`config.mk`:
```
export PLATFORM = sky130hd
export DESIGN_NAME = dct_pp_sched
export DESIGN_NICKNAME = d
export VERILOG_FILES = /design/src/rtl/dct_pkg.sv /design/src/rtl/dct_pp_eng_fsm.sv /design/src/rtl/dct_pp_sched.sv
export SDC_FILE = /design/constraint.sdc
export NUM_CORES = 1
export LEC_CHECK = 0
export BUFFER_PORTS_ARGS = -buffer_cell sky130_fd_sc_hd__buf_4
export CAP_MARGIN = 20
export CORE_UTILIZATION = 40
export DETAILED_ROUTE_END_ITERATION = 16
export GPL_TIMING_DRIVEN = 0
export PLACE_DENSITY = 0.69
export SLEW_MARGIN = 20
export SYNTH_ARGS = -nofsm -noshare
export SYNTH_HDL_FRONTEND = slang
export SYNTH_SLANG_ARGS = --single-unit
```
`constraint.sdc`:
```
create_clock -name clk -period 1.8 [get_ports clk]
set_input_delay 0.27 -clock clk [delete_from_list [all_inputs] [get_ports clk]]
set_output_delay 0.27 -clock clk [all_outputs]
set_load 0.05 [all_outputs]
```
`src/rtl/dct_pkg.sv`:
```
// Shared definitions for the DCT front-end ping-pong scheduler:
// per-engine state encoding, default fftpts width and engine indices.
package dct_pkg;

    localparam int WPTS = 12;
    localparam int PING = 0;
    localparam int PONG = 1;

    typedef enum logic [1:0] {
        ST_EMPTY    = 2'd0,
        ST_FILLING  = 2'd1,
        ST_FULL     = 2'd2,
        ST_DRAINING = 2'd3
    } dct_state_e;

endpackage

```
`src/rtl/dct_pp_eng_fsm.sv`:
```
// One reorder engine's frame state: fill/drain transitions and the fftpts
// value latched at the start of the frame currently held by the engine.
module dct_pp_eng_fsm
    import dct_pkg::*;
#(
    parameter int wPts = WPTS
) (
    input  logic            clk,
    input  logic            rst_sync,
    input  logic            beat_en,
    input  logic            sop,
    input  logic            eop,
    input  logic [wPts-1:0] fftpts_in,
    input  logic            grant,
    input  logic            drain_done,
    output dct_state_e      state,
    output dct_state_e      state_nxt,
    output logic [wPts-1:0] pts
);

    dct_state_e      st_q, st_d;
    logic [wPts-1:0] pts_q, pts_d;

    always_comb begin
        st_d  = st_q;
        pts_d = pts_q;
        case (st_q)
            ST_EMPTY: begin
                // A beat without sop is dropped by the scheduler; only sop opens a frame.
                if (beat_en && sop) begin
                    pts_d = fftpts_in;
                    st_d  = eop ? ST_FULL : ST_FILLING;
                end
            end
            ST_FILLING: begin
                if (beat_en) begin
                    if (sop) begin
                        pts_d = fftpts_in;
                    end
                    if (eop) begin
                        st_d = ST_FULL;
                    end
                end
            end
            ST_FULL: begin
                if (grant) begin
                    st_d = ST_DRAINING;
                end
            end
            ST_DRAINING: begin
                if (drain_done) begin
                    st_d = ST_EMPTY;
                end
            end
            default: st_d = ST_EMPTY;
        endcase
    end

    always_ff @(posedge clk) begin
        if (rst_sync) begin
            st_q  <= ST_EMPTY;
            pts_q <= '0;
        end else begin
            st_q  <= st_d;
            pts_q <= pts_d;
        end
    end

    assign state     = st_q;
    assign state_nxt = st_d;
    assign pts       = pts_q;

endmodule

```
`src/rtl/dct_pp_sched.sv`:
```
// Frame-level ping-pong scheduler: steers input frames to a free reorder
// engine and grants filled engines to the FFT strictly in arrival order.
module dct_pp_sched
    import dct_pkg::*;
#(
    parameter int wCnt = 16,
    parameter int wPts = WPTS
) (
    input  logic            clk,
    input  logic            rst_sync,
    input  logic            sink_valid,
    input  logic            sink_sop,
    input  logic            sink_eop,
    output logic            sink_ready,
    input  logic [wPts-1:0] fftpts_in,
    output logic [1:0]      eng_sink_valid,
    input  logic [1:0]      eng_sink_ready,
    output logic            sink_sel,
    input  logic [1:0]      eng_src_valid,
    input  logic [1:0]      eng_src_eop,
    output logic [1:0]      eng_src_ready,
    output logic            src_sel,
    input  logic            fft_ready,
    output logic [wPts-1:0] fftpts_out,
    output logic [3:0]      eng_state,
    output logic            frame_err,
    output logic [wCnt-1:0] frm_cnt_in,
    output logic [wCnt-1:0] frm_cnt_out
);

    logic            sink_sel_q, sink_sel_d;
    logic            src_sel_q, src_sel_d;
    logic            sink_ready_q, sink_ready_d;
    logic            frame_err_q, frame_err_d;
    logic [wPts-1:0] beat_cnt_q, beat_cnt_d;
    logic [wCnt-1:0] frm_cnt_in_q, frm_cnt_in_d;
    logic [wCnt-1:0] frm_cnt_out_q, frm_cnt_out_d;

    dct_state_e      st     [2];
    dct_state_e      st_nxt [2];
    logic [wPts-1:0] pts    [2];
    logic            acc;
    logic [1:0]      beat_en, grant, src_rdy, drain_done, fill_close;
    dct_state_e      cur_st;

    assign acc = sink_valid & sink_ready_q;

    for (genvar e = 0; e < 2; e++) begin : g_eng
        assign beat_en[e]        = acc & (sink_sel_q == 1'(e));
        assign grant[e]          = (src_sel_q == 1'(e));
        // Gated by reset so no drain handshake is offered while state is being cleared.
        assign src_rdy[e]        = fft_ready & grant[e] & (st[e] == ST_DRAINING) & ~rst_sync;
        assign drain_done[e]     = eng_src_valid[e] & eng_src_eop[e] & src_rdy[e];
        assign fill_close[e]     = ((st[e] == ST_EMPTY) || (st[e] == ST_FILLING)) &&
                                   (st_nxt[e] == ST_FULL);
        assign eng_sink_valid[e] = beat_en[e] &
                                   ((st[e] == ST_FILLING) | ((st[e] == ST_EMPTY) & sink_sop));

        dct_pp_eng_fsm #(.wPts(wPts)) u_fsm (
            .clk        (clk),
            .rst_sync   (rst_sync),
            .beat_en    (beat_en[e]),
            .sop        (sink_sop),
            .eop        (sink_eop),
            .fftpts_in  (fftpts_in),
            .grant      (grant[e]),
            .drain_done (drain_done[e]),
            .state      (st[e]),
            .state_nxt  (st_nxt[e]),
            .pts        (pts[e])
        );
    end

    always_comb begin
        cur_st        = st[sink_sel_q];
        beat_cnt_d    = beat_cnt_q;
        frame_err_d   = 1'b0;
        sink_sel_d    = sink_sel_q ^ (|fill_close);
        src_sel_d     = src_sel_q ^ (|drain_done);
        frm_cnt_in_d  = frm_cnt_in_q;
        frm_cnt_out_d = frm_cnt_out_q;
        if (|fill_close) begin
            frm_cnt_in_d = frm_cnt_in_q + wCnt'(1);
        end
        if (|drain_done) begin
            frm_cnt_out_d = frm_cnt_out_q + wCnt'(1);
        end

        // Framing/length checks on the beat just accepted into the receiving engine.
        if (acc) begin
            if (sink_sop) begin
                if (cur_st == ST_FILLING) begin
                    frame_err_d = 1'b1;
                end
                if ((cur_st == ST_EMPTY) || (cur_st == ST_FILLING)) begin
                    beat_cnt_d = wPts'(1);
                    if (sink_eop && (fftpts_in != wPts'(1))) begin
                        frame_err_d = 1'b1;
                    end
                end
            end else if (cur_st == ST_EMPTY) begin
                frame_err_d = 1'b1;
            end else if (cur_st == ST_FILLING) begin
                beat_cnt_d = beat_cnt_q + wPts'(1);
                if (sink_eop && ((beat_cnt_q + wPts'(1)) != pts[sink_sel_q])) begin
                    frame_err_d = 1'b1;
                end
            end
        end

        sink_ready_d = eng_sink_ready[sink_sel_d] &
                       ((st_nxt[sink_sel_d] == ST_EMPTY) || (st_nxt[sink_sel_d] == ST_FILLING));
    end

    always_ff @(posedge clk) begin
        if (rst_sync) begin
            sink_sel_q    <= 1'b0;
            src_sel_q     <= 1'b0;
            sink_ready_q  <= 1'b0;
            frame_err_q   <= 1'b0;
            beat_cnt_q    <= '0;
            frm_cnt_in_q  <= '0;
            frm_cnt_out_q <= '0;
        end else begin
            sink_sel_q    <= sink_sel_d;
            src_sel_q     <= src_sel_d;
            sink_ready_q  <= sink_ready_d;
            frame_err_q   <= frame_err_d;
            beat_cnt_q    <= beat_cnt_d;
            frm_cnt_in_q  <= frm_cnt_in_d;
            frm_cnt_out_q <= frm_cnt_out_d;
        end
    end

    assign sink_ready    = sink_ready_q;
    assign sink_sel      = sink_sel_q;
    assign src_sel       = src_sel_q;
    assign eng_src_ready = src_rdy;
    assign fftpts_out    = pts[src_sel_q];
    assign eng_state     = {st[PONG], st[PING]};
    assign frame_err     = frame_err_q;
    assign frm_cnt_in    = frm_cnt_in_q;
    assign frm_cnt_out   = frm_cnt_out_q;

endmodule

```
==> impl_metrics.csv <==
group,metric,value,unit
run_status,status,"finished with violations",
run_status,violations,"negative setup slack",
drt,drt-initial-drc-count,144,
grt,first_global_vias,3454,
place,hpwlAfterDp,7.46,mm
clocking,insertion_delay,360,ps
grt,grt.total_usage,22.3,%
drt,antenna_left,0,
worst_setup_path,crit_fanout,3,
grt,grt_antenna_before_repair,0,
floorplanning,num_rows,35,
timing,setup_violations,12,
floorplanning,dieArea,10200,µm²
logic_synthesis,synth_cells,456,
logic_synthesis,synth_common_cells,"77 x nor2_1, 76 x dfxtp_1, 38 x nand2_1",
grt,grt_pass1_wl,17.3,mm
clocking,htreeDepth,3,
grt,grt_max_degree,13,
logic_synthesis,yosysWarnings,0,
floorplanning,start_util,41.8,%
floorplanning,die_width,101,µm
floorplanning,core,9370,µm²
finish,finish.instance_area,5650,µm²
timing,fin_crit_sh,105,%
finish,drive_gt1_share,38.6,%
timing,tightest_slew,650,ps
worst_setup_path,end_kind,"flop",
power,p_leak,2.11,nW
drt,firstDrtPassIters,4,
logic_synthesis,ys_ff_latch,76,
timing,hold_violations,0,
clocking,path_clk_slew,80,ps
worst_setup_path,arrival,2130,ps
logic_synthesis,syn_avg_cell_area,8.59,µm²
worst_setup_path,crit_required,2030,ps
worst_setup_path,crit_type,"flop to flop",
logic_synthesis,synth_enable_flop_cells,0,
timing,finClkSkew,8.29,ps
logic_synthesis,netlist_area,3920,µm²
timing,relSlewSlack,56.7,%
min_path,min_path_type,"primary input to flop",
logic_synthesis,synth.top_cell.area_share,38.9,%
clocking,clockRootBuffer,"clkbuf_8",
worst_setup_path,worstReg2RegStart,"g_eng[0].u_fsm.state[0]$_SDFF_PP0_",
power,powerDensity,613,nW/µm²
finish,nets,599,
floorplanning,fp.dieH,101,µm
clocking,cts_tree,"done",
flow_run,cap_violations,0,
place,gp_congestion,0.815,
finish,syn_to_final_growth,44.2,%
logic_synthesis,synth.most_common_cell,"nor2_1",
drt,routed_wl,11.3,mm
place,port_buffers,79,
logic_synthesis,yosys_most_used_dff,"dfxtp_1",
clocking,cts_inserted_buffers,9,
logic_synthesis,ys_seq_area_share,38.9,%
logic_synthesis,synthArstFlopShare,0,%
logic_synthesis,ys_top_cells_by_area,"dfxtp_1 39%, mux2i_1 9.5%, nor2_1 7.4%, xor2_1 6.0%, mux2_2 4.0%",
place,placed_cell_area,4800,µm²
power,ir_worst_vdd,435,µV
floorplanning,io_pins,80,
min_path,hp-start,"fftpts_in[9]",
timing,grt_setup_unrepaired,"true",
logic_synthesis,synth_area_leader_cell,"dfxtp_1",
worst_setup_path,worst_r2r_endpoint,"frm_cnt_out[15]$_SDFFE_PP0N_",
finish,antenna_cells,0,
drt,routedWlPerCell,16.1,µm
worst_setup_path,cp-start-kind,"flop",
clocking,cts.path.max_buffers,2,
drt,avgViaCountPerCell,5.34,
timing,fmax,527,MHz
logic_synthesis,yosys.cell_types.count,48,
min_path,hold_depth,3,
timing,maxSlewViolCount,0,
power,power,3.46,mW
timing,setup_slack,-98.9,ps
logic_synthesis,synth_nets,483,
drt,via_count,3761,
worst_setup_path,reg2reg_depth,6,
worst_setup_path,r2r_slack,-100,ps
grt,grt-ovfl-total,0,
timing,timing.final.crit_period,1900,ps
drt,drcViolationCount,0,
clocking,clkSinkCount,76,
min_path,min_to,"g_eng[1].u_fsm.pts[9]$_SDFFE_PP0P_",
[sequential cells by signal, summed over array words and instances, names as in the netlist]
signal	count
g_eng.u_fsm.pts	24
sink_sel	1
frame_err	1
src_sel	1
g_eng.u_fsm.state	4
sink_ready	1
beat_cnt_q	12
frm_cnt_out	16
frm_cnt_in	16
[report_power, final]
part           leakage, nW  total, mW  internal, mW  switching [mW]
Combinational         1.38      0.324         0.130           0.194
Sequential           0.623       1.70          1.68          0.0174
Clock                0.109       1.44         0.806           0.633
Total                 2.11       3.46          2.62           0.844
[worst max-delay path, stage by stage (launching register included)]
cell,delay (ps)
dfxtp_4,380
nand2_4,60
or4_4,530
a2111oi_4,440
nand4_1,160
xor2_1,160
nor2_1,50
[per-layer routing]
layer | wire length [µm] | vias up | GRT usage (%)
met3 | 690 | 22 | 4.37
met4 | 262 | 0 | 8.70
li1 | - | 1818 | -
met5 | 0 | - | 0
met1 | 5020 | 1807 | 29.2
met2 | 5380 | 114 | 36.1
[layout make-up]
| class | instances | area (µm²) |
|---|---|---|
| fill | 811 | 3730 |
| multi-input combinational | 351 | 2650 |
| sequential | 76 | 1560 |
| timing repair buffer | 113 | 906 |
| tap | 129 | 161 |
| buffer | 18 | 141 |
| clock buffer | 10 | 138 |
| clock inverter | 4 | 73.8 |
| inverter | 3 | 11.3 |
[per-stage QoR]
stage | instances | setup slack (ps) | utilization, % | TNS [ps] | hold slack (ps)
after floorplan | 456 | -198 | - | -1840 | 414
after global placement | 664 | -354 | 51.2 | -8270 | 476
after detailed placement | 664 | -371 | 51.2 | -9580 | 491
after CTS | 693 | -85.4 | 56.9 | -395 | 154
after global routing | 704 | -198 | 60.2 | -2030 | 165
final | 704 | -98.9 | 60.2 | -470 | 159
[how the worst max path moves through the flow]
stage,endpoint,slack [ps],startpoint,cells after the start
6_report,frm_cnt_out[15]$_SDFFE_PP0N_,-100,g_eng[0].u_fsm.state[0]$_SDFF_PP0_,6
4_1_cts,frm_cnt_out[15]$_SDFFE_PP0N_,-90,g_eng[0].u_fsm.state[0]$_SDFF_PP0_,6
3_5_place_dp,frm_cnt_out[12]$_SDFFE_PP0N_,-370,rst_sync,7
3_3_place_gp,frm_cnt_out[15]$_SDFFE_PP0N_,-350,rst_sync,8
2_1_floorplan,frm_cnt_out[15]$_SDFFE_PP0N_,-200,g_eng[0].u_fsm.state[1]$_SDFF_PP0_,7
5_1_grt,frm_cnt_out[15]$_SDFFE_PP0N_,-200,g_eng[0].u_fsm.state[0]$_SDFF_PP0_,6
[cell families after synthesis]
kind of cell             share of synthesized area, %
AO/OA/AOI/OAI                                    10.6
XOR/XNOR                                         9.62
adder cells (fa/ha/maj)                         0.959
buffers and inverters                            3.39
flip-flops                                       38.9
multiplexers                                     13.5
AND/OR/NAND/NOR                                  23.0
[timing repair]
action,CTS,global route
resized for setup,49,51
buffers inserted,21,13
hold endpoints to repair,0,0
hold buffers,0,0
endpoints found under the setup margin,64,55
pin swaps,15,24
[layout by cell type, fill, tap and decap left out, types with 8 or more instances in the layout]
cell and instances:
dfxtp_1 62, xor2_1 26, nor2_1 71, clkbuf_8 11, buf_6 14, xnor2_1 16, a21oi_1 20, o21ai_0 8
mux2_2 12, mux2i_1 31, nand2_1 36, nand3_1 10, clkbuf_1 10, nand4_1 10, dfxtp_4 10, buf_4 101
Note: power is estimated with default switching activity, not from simulation.
